**src/rtl/matmul_batch_scheduler_pkg.sv**
```systemverilog
// Shared types for the matmul batch scheduler: FSM states, handshake phases, latched batch config.
package matmul_batch_scheduler_pkg;

  localparam int VEC_IDX_W = 16;

  typedef enum logic [3:0] {
    S_IDLE    = 4'd0,
    S_CHECK   = 4'd1,
    S_LD_TRIG = 4'd2,
    S_LD_WAIT = 4'd3,
    S_MM_TRIG = 4'd4,
    S_MM_WAIT = 4'd5,
    S_RD_TRIG = 4'd6,
    S_RD_WAIT = 4'd7,
    S_NEXT    = 4'd8,
    S_DONE    = 4'd9
  } state_t;

  typedef enum logic [1:0] {
    HS_IDLE = 2'd0,
    HS_HOLD = 2'd1,
    HS_WAIT = 2'd2
  } hs_state_t;

  typedef struct packed {
    logic [VEC_IDX_W-1:0] num_vectors;
    logic                 cds_en;
    logic                 reset_en;
    logic                 readout_en;
    logic [2:0]           num_bits;
    logic [4:0]           pulse_multiplier;
  } cfg_t;

endpackage

```
**src/rtl/matmul_batch_scheduler_if.sv**
```systemverilog
// Host-side config/status and engine trigger/idle signals of the batch scheduler.
interface matmul_batch_scheduler_if;
  import matmul_batch_scheduler_pkg::*;

  logic                 start;
  logic                 abort;
  logic [VEC_IDX_W-1:0] num_vectors;
  logic                 cds_en;
  logic                 reset_en;
  logic                 readout_en;
  logic [2:0]           num_bits;
  logic [4:0]           pulse_multiplier;
  logic                 busy;
  logic                 done;
  logic                 aborted;
  logic [VEC_IDX_W-1:0] vectors_done;
  logic                 load_trigger;
  logic [VEC_IDX_W-1:0] load_addr;
  logic                 load_idle;
  logic                 mm_trigger;
  logic                 mm_cds;
  logic                 mm_reset;
  logic [2:0]           mm_num_bits;
  logic [4:0]           mm_pulse_multiplier;
  logic                 mm_idle;
  logic                 rd_trigger;
  logic                 rd_idle;

  modport master (
    output start, abort, num_vectors, cds_en, reset_en, readout_en, num_bits, pulse_multiplier,
    output load_idle, mm_idle, rd_idle,
    input  busy, done, aborted, vectors_done, load_trigger, load_addr,
    input  mm_trigger, mm_cds, mm_reset, mm_num_bits, mm_pulse_multiplier, rd_trigger
  );

  modport slave (
    input  start, abort, num_vectors, cds_en, reset_en, readout_en, num_bits, pulse_multiplier,
    input  load_idle, mm_idle, rd_idle,
    output busy, done, aborted, vectors_done, load_trigger, load_addr,
    output mm_trigger, mm_cds, mm_reset, mm_num_bits, mm_pulse_multiplier, rd_trigger
  );

endinterface

```
**src/rtl/matmul_batch_scheduler_trig_handshake.sv**
```systemverilog
// Trigger an engine: hold trigger until its idle falls, then report completion when idle rises again.
module trig_handshake
  import matmul_batch_scheduler_pkg::*;
(
  input  logic clk,
  input  logic rst_n,
  input  logic go,
  input  logic target_idle,
  output logic trigger,
  output logic complete
);

  hs_state_t hs_q, hs_d;

  always_ff @(posedge clk or negedge rst_n) begin
    if (!rst_n) hs_q <= HS_IDLE;
    else        hs_q <= hs_d;
  end

  // Idle still high while holding is the engine's stale level, never completion.
  always_comb begin
    hs_d     = hs_q;
    complete = 1'b0;
    case (hs_q)
      HS_IDLE: if (go) hs_d = HS_HOLD;
      HS_HOLD: if (!target_idle) hs_d = HS_WAIT;
      HS_WAIT: if (target_idle) begin
        complete = 1'b1;
        hs_d     = HS_IDLE;
      end
      default: hs_d = HS_IDLE;
    endcase
  end

  assign trigger = (hs_q == HS_HOLD);

endmodule

```
**src/rtl/matmul_batch_scheduler.sv**
```systemverilog
// Runs a batch of load -> matmul -> optional readout per vector, with abort honoured between vectors.
module matmul_batch_scheduler
  import matmul_batch_scheduler_pkg::*;
(
  input  logic                   clk,
  input  logic                   rst_n,
  matmul_batch_scheduler_if.slave bus
);

  state_t               state_q, state_d;
  cfg_t                 cfg_q;
  logic [VEC_IDX_W-1:0] vec_cnt_q;
  logic                 busy_q, done_q, aborted_q;
  logic                 start_acc, abort_hit;
  logic                 ld_go, mm_go, rd_go;
  logic                 ld_complete, mm_complete, rd_complete;

  assign start_acc = (state_q == S_IDLE) && bus.start;

  always_comb begin
    state_d   = state_q;
    abort_hit = 1'b0;
    case (state_q)
      S_IDLE:    if (bus.start) state_d = S_CHECK;
      S_CHECK: begin
        if (vec_cnt_q == cfg_q.num_vectors) begin
          state_d = S_DONE;
        end else if (bus.abort) begin
          state_d   = S_DONE;
          abort_hit = 1'b1;
        end else begin
          state_d = S_LD_TRIG;
        end
      end
      S_LD_TRIG: if (!bus.load_idle) state_d = S_LD_WAIT;
      S_LD_WAIT: if (ld_complete) state_d = S_MM_TRIG;
      S_MM_TRIG: if (!bus.mm_idle) state_d = S_MM_WAIT;
      S_MM_WAIT: if (mm_complete) state_d = cfg_q.readout_en ? S_RD_TRIG : S_NEXT;
      S_RD_TRIG: if (!bus.rd_idle) state_d = S_RD_WAIT;
      S_RD_WAIT: if (rd_complete) state_d = S_NEXT;
      S_NEXT:    state_d = S_CHECK;
      S_DONE:    state_d = S_IDLE;
      default:   state_d = S_IDLE;
    endcase
  end

  assign ld_go = (state_d == S_LD_TRIG) && (state_q != S_LD_TRIG);
  assign mm_go = (state_d == S_MM_TRIG) && (state_q != S_MM_TRIG);
  assign rd_go = (state_d == S_RD_TRIG) && (state_q != S_RD_TRIG);

  always_ff @(posedge clk or negedge rst_n) begin
    if (!rst_n) begin
      state_q   <= S_IDLE;
      cfg_q     <= '0;
      vec_cnt_q <= '0;
      busy_q    <= 1'b0;
      done_q    <= 1'b0;
      aborted_q <= 1'b0;
    end else begin
      state_q <= state_d;
      busy_q  <= (state_d != S_IDLE);
      done_q  <= (state_d == S_DONE);
      if (start_acc) begin
        cfg_q <= '{num_vectors:      bus.num_vectors,
                   cds_en:           bus.cds_en,
                   reset_en:         bus.reset_en,
                   readout_en:       bus.readout_en,
                   num_bits:         bus.num_bits,
                   pulse_multiplier: bus.pulse_multiplier};
        vec_cnt_q <= '0;
        aborted_q <= 1'b0;
      end else begin
        if (abort_hit)           aborted_q <= 1'b1;
        if (state_d == S_NEXT)   vec_cnt_q <= vec_cnt_q + 1'b1;
      end
    end
  end

  trig_handshake u_ld_hs (.clk(clk), .rst_n(rst_n), .go(ld_go), .target_idle(bus.load_idle),
                          .trigger(bus.load_trigger), .complete(ld_complete));
  trig_handshake u_mm_hs (.clk(clk), .rst_n(rst_n), .go(mm_go), .target_idle(bus.mm_idle),
                          .trigger(bus.mm_trigger), .complete(mm_complete));
  trig_handshake u_rd_hs (.clk(clk), .rst_n(rst_n), .go(rd_go), .target_idle(bus.rd_idle),
                          .trigger(bus.rd_trigger), .complete(rd_complete));

  // Helper config stays on the latched values for the whole batch.
  assign bus.busy                = busy_q;
  assign bus.done                = done_q;
  assign bus.aborted             = aborted_q;
  assign bus.vectors_done        = vec_cnt_q;
  assign bus.load_addr           = vec_cnt_q;
  assign bus.mm_cds              = cfg_q.cds_en;
  assign bus.mm_reset            = cfg_q.reset_en;
  assign bus.mm_num_bits         = cfg_q.num_bits;
  assign bus.mm_pulse_multiplier = cfg_q.pulse_multiplier;

endmodule

```
**src/flat_wrapper.sv**
```systemverilog
// flat-port wrapper written by rule: the top's interface ports become plain ports
module matmul_batch_scheduler_flat import matmul_batch_scheduler_pkg::*;
  (clk, rst_n, bus_start, bus_abort, bus_num_vectors, bus_cds_en, bus_reset_en, bus_readout_en, bus_num_bits, bus_pulse_multiplier, bus_load_idle, bus_mm_idle, bus_rd_idle, bus_busy, bus_done, bus_aborted, bus_vectors_done, bus_load_trigger, bus_load_addr, bus_mm_trigger, bus_mm_cds, bus_mm_reset, bus_mm_num_bits, bus_mm_pulse_multiplier, bus_rd_trigger);
  matmul_batch_scheduler_if bus_i ();
  input  logic clk;
  input  logic rst_n;
  input wire logic [$bits(bus_i.start)-1:0] bus_start;
  input wire logic [$bits(bus_i.abort)-1:0] bus_abort;
  input wire logic [$bits(bus_i.num_vectors)-1:0] bus_num_vectors;
  input wire logic [$bits(bus_i.cds_en)-1:0] bus_cds_en;
  input wire logic [$bits(bus_i.reset_en)-1:0] bus_reset_en;
  input wire logic [$bits(bus_i.readout_en)-1:0] bus_readout_en;
  input wire logic [$bits(bus_i.num_bits)-1:0] bus_num_bits;
  input wire logic [$bits(bus_i.pulse_multiplier)-1:0] bus_pulse_multiplier;
  input wire logic [$bits(bus_i.load_idle)-1:0] bus_load_idle;
  input wire logic [$bits(bus_i.mm_idle)-1:0] bus_mm_idle;
  input wire logic [$bits(bus_i.rd_idle)-1:0] bus_rd_idle;
  output wire logic [$bits(bus_i.busy)-1:0] bus_busy;
  output wire logic [$bits(bus_i.done)-1:0] bus_done;
  output wire logic [$bits(bus_i.aborted)-1:0] bus_aborted;
  output wire logic [$bits(bus_i.vectors_done)-1:0] bus_vectors_done;
  output wire logic [$bits(bus_i.load_trigger)-1:0] bus_load_trigger;
  output wire logic [$bits(bus_i.load_addr)-1:0] bus_load_addr;
  output wire logic [$bits(bus_i.mm_trigger)-1:0] bus_mm_trigger;
  output wire logic [$bits(bus_i.mm_cds)-1:0] bus_mm_cds;
  output wire logic [$bits(bus_i.mm_reset)-1:0] bus_mm_reset;
  output wire logic [$bits(bus_i.mm_num_bits)-1:0] bus_mm_num_bits;
  output wire logic [$bits(bus_i.mm_pulse_multiplier)-1:0] bus_mm_pulse_multiplier;
  output wire logic [$bits(bus_i.rd_trigger)-1:0] bus_rd_trigger;
  assign bus_i.start = bus_start;
  assign bus_i.abort = bus_abort;
  assign bus_i.num_vectors = bus_num_vectors;
  assign bus_i.cds_en = bus_cds_en;
  assign bus_i.reset_en = bus_reset_en;
  assign bus_i.readout_en = bus_readout_en;
  assign bus_i.num_bits = bus_num_bits;
  assign bus_i.pulse_multiplier = bus_pulse_multiplier;
  assign bus_i.load_idle = bus_load_idle;
  assign bus_i.mm_idle = bus_mm_idle;
  assign bus_i.rd_idle = bus_rd_idle;
  assign bus_busy = bus_i.busy;
  assign bus_done = bus_i.done;
  assign bus_aborted = bus_i.aborted;
  assign bus_vectors_done = bus_i.vectors_done;
  assign bus_load_trigger = bus_i.load_trigger;
  assign bus_load_addr = bus_i.load_addr;
  assign bus_mm_trigger = bus_i.mm_trigger;
  assign bus_mm_cds = bus_i.mm_cds;
  assign bus_mm_reset = bus_i.mm_reset;
  assign bus_mm_num_bits = bus_i.mm_num_bits;
  assign bus_mm_pulse_multiplier = bus_i.mm_pulse_multiplier;
  assign bus_rd_trigger = bus_i.rd_trigger;
  matmul_batch_scheduler u_core (.clk(clk), .rst_n(rst_n), .bus(bus_i));
endmodule
```
**config.mk**
```make
export PLATFORM = sky130hd
export DESIGN_NAME = matmul_batch_scheduler_flat
export DESIGN_NICKNAME = d
export VERILOG_FILES = /design/src/rtl/matmul_batch_scheduler_pkg.sv /design/src/rtl/matmul_batch_scheduler_if.sv /design/src/rtl/matmul_batch_scheduler_trig_handshake.sv /design/src/rtl/matmul_batch_scheduler.sv /design/src/flat_wrapper.sv
export SDC_FILE = /design/constraint.sdc
export NUM_CORES = 1
export LEC_CHECK = 0
export BUFFER_PORTS_ARGS = -buffer_cell sky130_fd_sc_hd__buf_4
export CAP_MARGIN = 20
export CORE_ASPECT_RATIO = 1.5
export CORE_MARGIN = 1
export CORE_UTILIZATION = 32
export CTS_CLUSTER_SIZE = 40
export DETAILED_ROUTE_END_ITERATION = 6
export PLACE_DENSITY_LB_ADDON = 0.05
export SLEW_MARGIN = 15
export SYNTH_ARGS = -nofsm -noshare
export SYNTH_HDL_FRONTEND = slang
export SYNTH_HIERARCHICAL = 1
export SYNTH_SLANG_ARGS = --single-unit
```
**constraint.sdc**
```tcl
create_clock -name clk -period 2.4 [get_ports clk]
set_input_delay 0 -clock clk [delete_from_list [all_inputs] [get_ports clk]]
set_output_delay 0 -clock clk [all_outputs]
set_load 0.01 [all_outputs]
```
### Yosys cells after proc, flatten, opt, wreduce, memory -nomap -nowiden

Index checks and enable logic that the tools add are counted.

* add/subtract/negate cells: 1
* $mul: 0
* div/mod/pow operators: 0
* magnitude comparators: 0
* equal/unequal tests: 32
* shift-type cells: 0
* multiplexer cells: 36
* bitwise logic cells: 0
* reduce and logical (&&, ||, !) cells: 14

Operators with widths (count)
* $mux W4: 10
* $pmux W4 S9: 1
* $mux W16: 2
* $eq A4 B3 Y1 const B: 6
* $mux W2: 9
* $pmux W2 S3: 3
* $add A16 B1 Y16 const B: 1
* $eq A16 B16 Y1: 1
* $eq A4 B2 Y1 const B: 3
* $eq A4 B4 Y1 const B: 3
* $ne A2 B2 Y1 const B: 6
* $mux W1: 11
* $reduce_and A3 Y1: 3
* $ne A4 B3 Y1 const B: 2
* $eq A2 B1 Y1 const B: 3
* $eq A2 B2 Y1 const B: 3
* $logic_not A2 Y1: 3
* $ne A2 B1 Y1 const B: 3
* $eq A4 B1 Y1 const B: 1
* $logic_and A1 B1 Y1: 4
* $logic_not A4 Y1: 1
* $ne A4 B2 Y1 const B: 1
* $reduce_bool A2 Y1: 2
* $reduce_bool A4 Y1: 1

* register bits after elaboration: 56
* bits in latches: 0
* RAM bits: 0
* ROM bits: 0
* output and inout port bits: 48
* word-level logic and storage cells: 97
* memories kept: 0

### Depth between registers and ports, before layout

* depth after elaboration: 8
* depth in mapped cells: 8
* mapped depth without buffers: 6

### Cells and area by module

The synthesis kept the hierarchy.

Modules (own cells, without submodules)
* matmul_batch_scheduler: instances 1, cells an instance 311, area each 2771.4 um^2
* trig_handshake: instances 3, cells an instance 9, area each 90.1 um^2

### Least setup slack after synthesis

Ideal clock, no wire load.

* kind: reg-to-reg
* start: register u_core.u_rd_hs.hs_q[1]
* end: register u_core.busy_q (netlist: u_core/bus.busy)
* library setup time: 0.132 ns
* arrival: 1.649 ns
* data required time: 2.268 ns
* slack: 0.619 ns
* stages on the path, launching flop included: 7
* path through: dfrtp_1 > nand2_1 > nor2_1 > and2_2 > nor3_2 > or4_1 > or3b_1

* word-level cells in the longest chain between the ends: 5

RTL lines
* from (decl): RTL line matmul_batch_scheduler_trig_handshake.sv:13 `hs_state_t hs_q, hs_d;`
* from (signal assigned): RTL line matmul_batch_scheduler_trig_handshake.sv:17 `else hs_q <= hs_d;`
* $eq A2 B2 Y1: RTL line matmul_batch_scheduler_trig_handshake.sv:24 `case (hs_q)`
* $mux W1: RTL line matmul_batch_scheduler_trig_handshake.sv:24
* named net u_core.rd_complete: RTL line matmul_batch_scheduler.sv:16 `logic ld_complete, mm_complete, rd_complete;`
* $mux W4: RTL line matmul_batch_scheduler.sv:40 `S_RD_WAIT: if (rd_complete) state_d = S_NEXT;`
* $pmux W4 S9: RTL line matmul_batch_scheduler.sv:23 `case (state_q)`
* $reduce_bool A4 Y1: RTL line matmul_batch_scheduler.sv:61 `busy_q <= (state_d != S_IDLE);`
* to (signal assigned): RTL line matmul_batch_scheduler.sv:61
* to (decl): RTL line matmul_batch_scheduler.sv:13 `logic busy_q, done_q, aborted_q;`

The timed path passes the listed nets, and every way through them passes these cells.
A chain may end at the register's enable or synchronous reset.

### Worst setup path in the final report

* start: register u_core.u_mm_hs.hs_q[1]
* end: register u_core.vec_cnt_q[11] (netlist: u_core/bus.load_addr[11])

* word-level cells in the longest chain between the ends: 6

RTL lines
* from (decl): RTL line matmul_batch_scheduler_trig_handshake.sv:13
* from (signal assigned): RTL line matmul_batch_scheduler_trig_handshake.sv:17
* $eq A2 B2 Y1: RTL line matmul_batch_scheduler_trig_handshake.sv:24
* $mux W1: RTL line matmul_batch_scheduler_trig_handshake.sv:24
* named net u_core.mm_complete: RTL line matmul_batch_scheduler.sv:16
* $mux W4: RTL line matmul_batch_scheduler.sv:38 `S_MM_WAIT: if (mm_complete) state_d = cfg_q.readout_en ? S_RD_TRIG : S_NEXT;`
* $pmux W4 S9: RTL line matmul_batch_scheduler.sv:23
* $eq A4 B4 Y1: RTL line matmul_batch_scheduler.sv:74 `if (state_d == S_NEXT) vec_cnt_q <= vec_cnt_q + 1'b1;`
* $reduce_bool A2 Y1 (no source line)
* to (signal assigned): RTL line matmul_batch_scheduler.sv:74
* to (decl): RTL line matmul_batch_scheduler.sv:12 `logic [VEC_IDX_W-1:0] vec_cnt_q;`

The timed path passes the listed nets, and every way through them passes these cells.

==> results.md <==
- Area of the multi-input gates: 0.00137 mm^2
- Crit share post-route: between 80% and 90%
- Area contributors post-synth: dfrtp_1, nand2_1, buf_4
- Post-synthesis xor/xnor area fraction: about 6.0%
- Via/cell ratio: a little under 5
- DRC Markers: 0
- CP top delay family: simple AND/OR/NAND/NOR gates
- Post-Synth Simple-Gate Area: roughly 28%
- GR Overflow Total: 0
- Port Buffer Count: 81
- Worst r2r src: u_core/u_mm_hs/hs_q[1]
- Hold worst-path end: u_core/cfg_q[20]
- Worst setup EP type: register
- Startpoint types: register
- Slew margin rel.: between 30% and 40%
- Crit Path Max Fanout: 14
- Mapped Cells: approximately 340
- Max VDD drop: 0.417 mV
- Largest family of logic cells by synthesized area: simple AND/OR/NAND/NOR gates
- Switch share: around 34%
- Core area: about 0.0093 mm^2
- Main synth FF type: dfrtp_1
- Outcome: complete, no violations
- H-tree depth: 2
- Post-DP HPWL: around 5500 um
- Initial Utilization: between 30% and 40%
- Num rows: 43
- Setup CP Type: reg -> reg
- # clock sinks: between 50 and 60
- Clock network power share: a little under a quarter
- Register area: approximately 0.0014 mm^2
- RSZ-0062 raised after global routing: no
- CP max-delay cell: or4_1
- Final Skew: between 0.004 and 0.005 ns
- Syn avg cell area: between 8 and 9 um^2
- Drt first-iter violations: 93
- Synthesis-stage register bit count: 56
- Reg-to-reg endpoint: u_core/bus.load_addr[11]
- Max stage delay on crit path: approximately 0.60 ns
- Vias in the first global route: 2,598
- Max Cap Violations: 0
- Die area: 0.00991 mm^2
- Pwr Density: between 800 and 900 mW/mm^2
- Sequential power share: 41.9%
- Maximum clock rate: around 470 MHz
- Die width: between 80 and 90 um
- Power Internal: between 2 and 2.5 mW
- Yosys cell types: 50
- Compound-Gate Fraction of Synth Area: under 10%
- Fill count: 949
- Tot GR Track Use: 17.4%
- Worst EP required: around 2.6 ns
- Post-synth ARST share: 100%
- Hold path depth: 5
- Worst-path cell chain: nand2_1 -> nor2_1 -> nor3b_1 -> o21ai_1 -> or4_1 -> a21oi_1
- Via count: ~2.6k
- Post-synth EDFFs: 0
- Post-Route Setup TNS: 0 ns
- Area Growth Syn to Fin: 34.9%
- Logic pwr share: approximately 35%
- Adder-cell share of the synthesized area: less than 1%
- Clock root buffer: clkbuf_16
- WHS: approximately 0.2 ns
- # setup viols final: 0
- Hold crit path type: in -> reg
- Mux cell area share after synthesis: 2.76%
- Max Slew Vio Count: 0
- Antenna Cells: 0
- Clk slew on worst S/H paths: 0.07 ns
- Internal reg-to-reg setup slack: 0.29 ns
- Syn Nets: between 300 and 400
- Buffer and inverter count on the worst path: 0
- Cell Area, Synth: between 0.003 and 0.004 mm^2
- Switching pwr: about 1.2 mW
- CTS max path bufs: 2
- Final Hold Viols: 0
- Crit path arrival time: about 2.3 ns
- GP Congestion: ~0.79
- CTS tree: yes
- Synth warn: 6
- Top cell type's share of synthesized area: between 40% and 50%
- Final WL: 7930 um
- Setup ws final: roughly 0.29 ns
- Crit path time final: between 2 and 2.5 ns
- Num CTS Buffers: 5
- Avg WL per Cell: between 10 and 15 um
- Measured slew at the worst slew-check pin: between 0.9 and 1 ns
- Dpl ws: roughly 0.28 ns
- Largest net degree at the start of global routing: 57
- Layout cells sized above 1: roughly a quarter
- Initial antenna violation count: 0
- Part of the Yosys area used for sequential elements: a little under half
- Area leader, netlist: dfrtp_1
- NumNets Final: roughly 470
- Initial DRT Pass Iterations: 4
- Hold_sp: bus_start
- I/O pins: 82
- R2R depth: 6
- Post-DRT Antenna Nets: 0
- First-pass GRT wire length: 13,000 um
- Worst-Skew Late Latency: ~0.3 ns
- Die H: between 100 and 150 um
- Leakage: between 1.5 and 2 nW
-- sequential cells by signal, summed over array words and instances, names as in the netlist --
register and cells:
u_core/bus.done 1, u_core/bus.busy 1, u_core/bus.aborted 1, u_core/state_q 4, u_core/bus.mm_num_bits 3, u_core/u_mm_hs/hs_q 2
u_core/bus.mm_cds 1, u_core/u_ld_hs/hs_q 2, u_core/u_rd_hs/hs_q 2, u_core/cfg_q 17, u_core/bus.mm_reset 1, u_core/bus.load_addr 16
u_core/bus.mm_pulse_multiplier 5
-- per-stage QoR --
stage                     util (%)  std cells  power (mW)  area (um^2)
after floorplan                  -        338        2.38         3040
after global placement        39.1        503        2.74         3620
after detailed placement      39.1        503        2.76         3620
after CTS                     44.3        543        3.67         4100
after global routing          44.3        543        3.88         4100
final                         44.3        543        3.61         4100
-- power groups by stage --
stage	logic, mW	registers, mW	clock network (mW)
after floorplan	0.939	1.44	0
after global placement	1.22	1.52	0
after detailed placement	1.23	1.53	0
after CTS	1.27	1.52	0.876
after global routing	1.42	1.56	0.905
final	1.25	1.51	0.847
-- metal layers --
layer / vias up / global-route usage, % / share of wire, %
li1: 1305 / - / -
met1: 1263 / 22.1 / 44
met2: 66 / 29.6 / 51
met3: 8 / 2.71 / 3.7
met4: 0 / 5.92 / 1.6
met5: - / 0 / 0
-- repair_timing --
item | in CTS | in global routing
hold buffers | 32 | 0
endpoints found under the hold margin | 92 | 0
resized for setup | 0 | 0
endpoints found under the setup margin | 0 | 0
buffers inserted | 0 | 0
-- cells by family after synthesis --
kind of cell | count (synthesis)
and+or+nand+nor | 172
DFF | 56
buffers and inverters | 42
AOI/OAI and AO/OA | 38
xor gates and xnor gates | 21
muxes | 8
adders and majority gates | 1
-- Yosys cell counts, drive strengths merged, types with 2 or more instances --
library cell   n
mux2           3
or3            3
dfrtp         56
and2           4
a31oi          2
nor2          13
nor3           4
nor4b          2
inv            3
a21oi         11
nand3         13
xor2           2
clkbuf         6
nand4          7
o31a           2
nor2b          3
or3b           3
nor4           2
and3           2
o211ai         3
o21ai         10
nand2         99
mux2i          5
xnor2         19
buf           33
nand2b         4
or4            6
o31ai          3
-- worst max-delay path by stage --
stage                                 startpoint                        to  cells after the start
final                     u_core/u_mm_hs/hs_q[1]  u_core/bus.load_addr[11]                      6
after global placement    u_core/u_mm_hs/hs_q[1]  u_core/bus.load_addr[11]                      6
after global routing      u_core/u_mm_hs/hs_q[1]  u_core/bus.load_addr[11]                      6
after floorplan           u_core/u_rd_hs/hs_q[1]           u_core/bus.busy                      6
after CTS                 u_core/u_mm_hs/hs_q[1]  u_core/bus.load_addr[11]                      6
after detailed placement  u_core/u_mm_hs/hs_q[1]  u_core/bus.load_addr[10]                      6
-- area by class of cell --
cell class,count,area share (%)
multi-input cells,240,33.4
inverters,3,0.274
well taps,112,3.41
flip-flops and latches,56,34.1
clock inverters,3,1.04
clock buffers,5,3.05
repair buffers,124,24.6
-- layout by cell type (no fill, tap or decap), drive strengths merged, types with 4 or more instances in the layout --
| cell type | synthesis | layout |
|---|---|---|
| or4 | 6 | 6 |
| buf | 33 | 92 |
| mux2i | 5 | 5 |
| nand2 | 99 | 99 |
| nand4 | 7 | 7 |
| clkbuf | 6 | 5 |
| and2 | 4 | 4 |
| o21ai | 10 | 10 |
| nand2b | 4 | 4 |
| nor3 | 4 | 4 |
| dfrtp | 56 | 56 |
| xnor2 | 19 | 19 |
| a21oi | 11 | 11 |
| nand3 | 13 | 13 |
| dlygate4sd3 | 0 | 32 |
| nor2 | 13 | 13 |
-- tightest hold or removal path, cell delays in order --
cell	delay, ns
buf_4	0.10
nand2_1	0.06
buf_4	0.19
nand2_1	0.08
nand2_1	0.04
No activity file was read; power rests on OpenSTA's default activity.
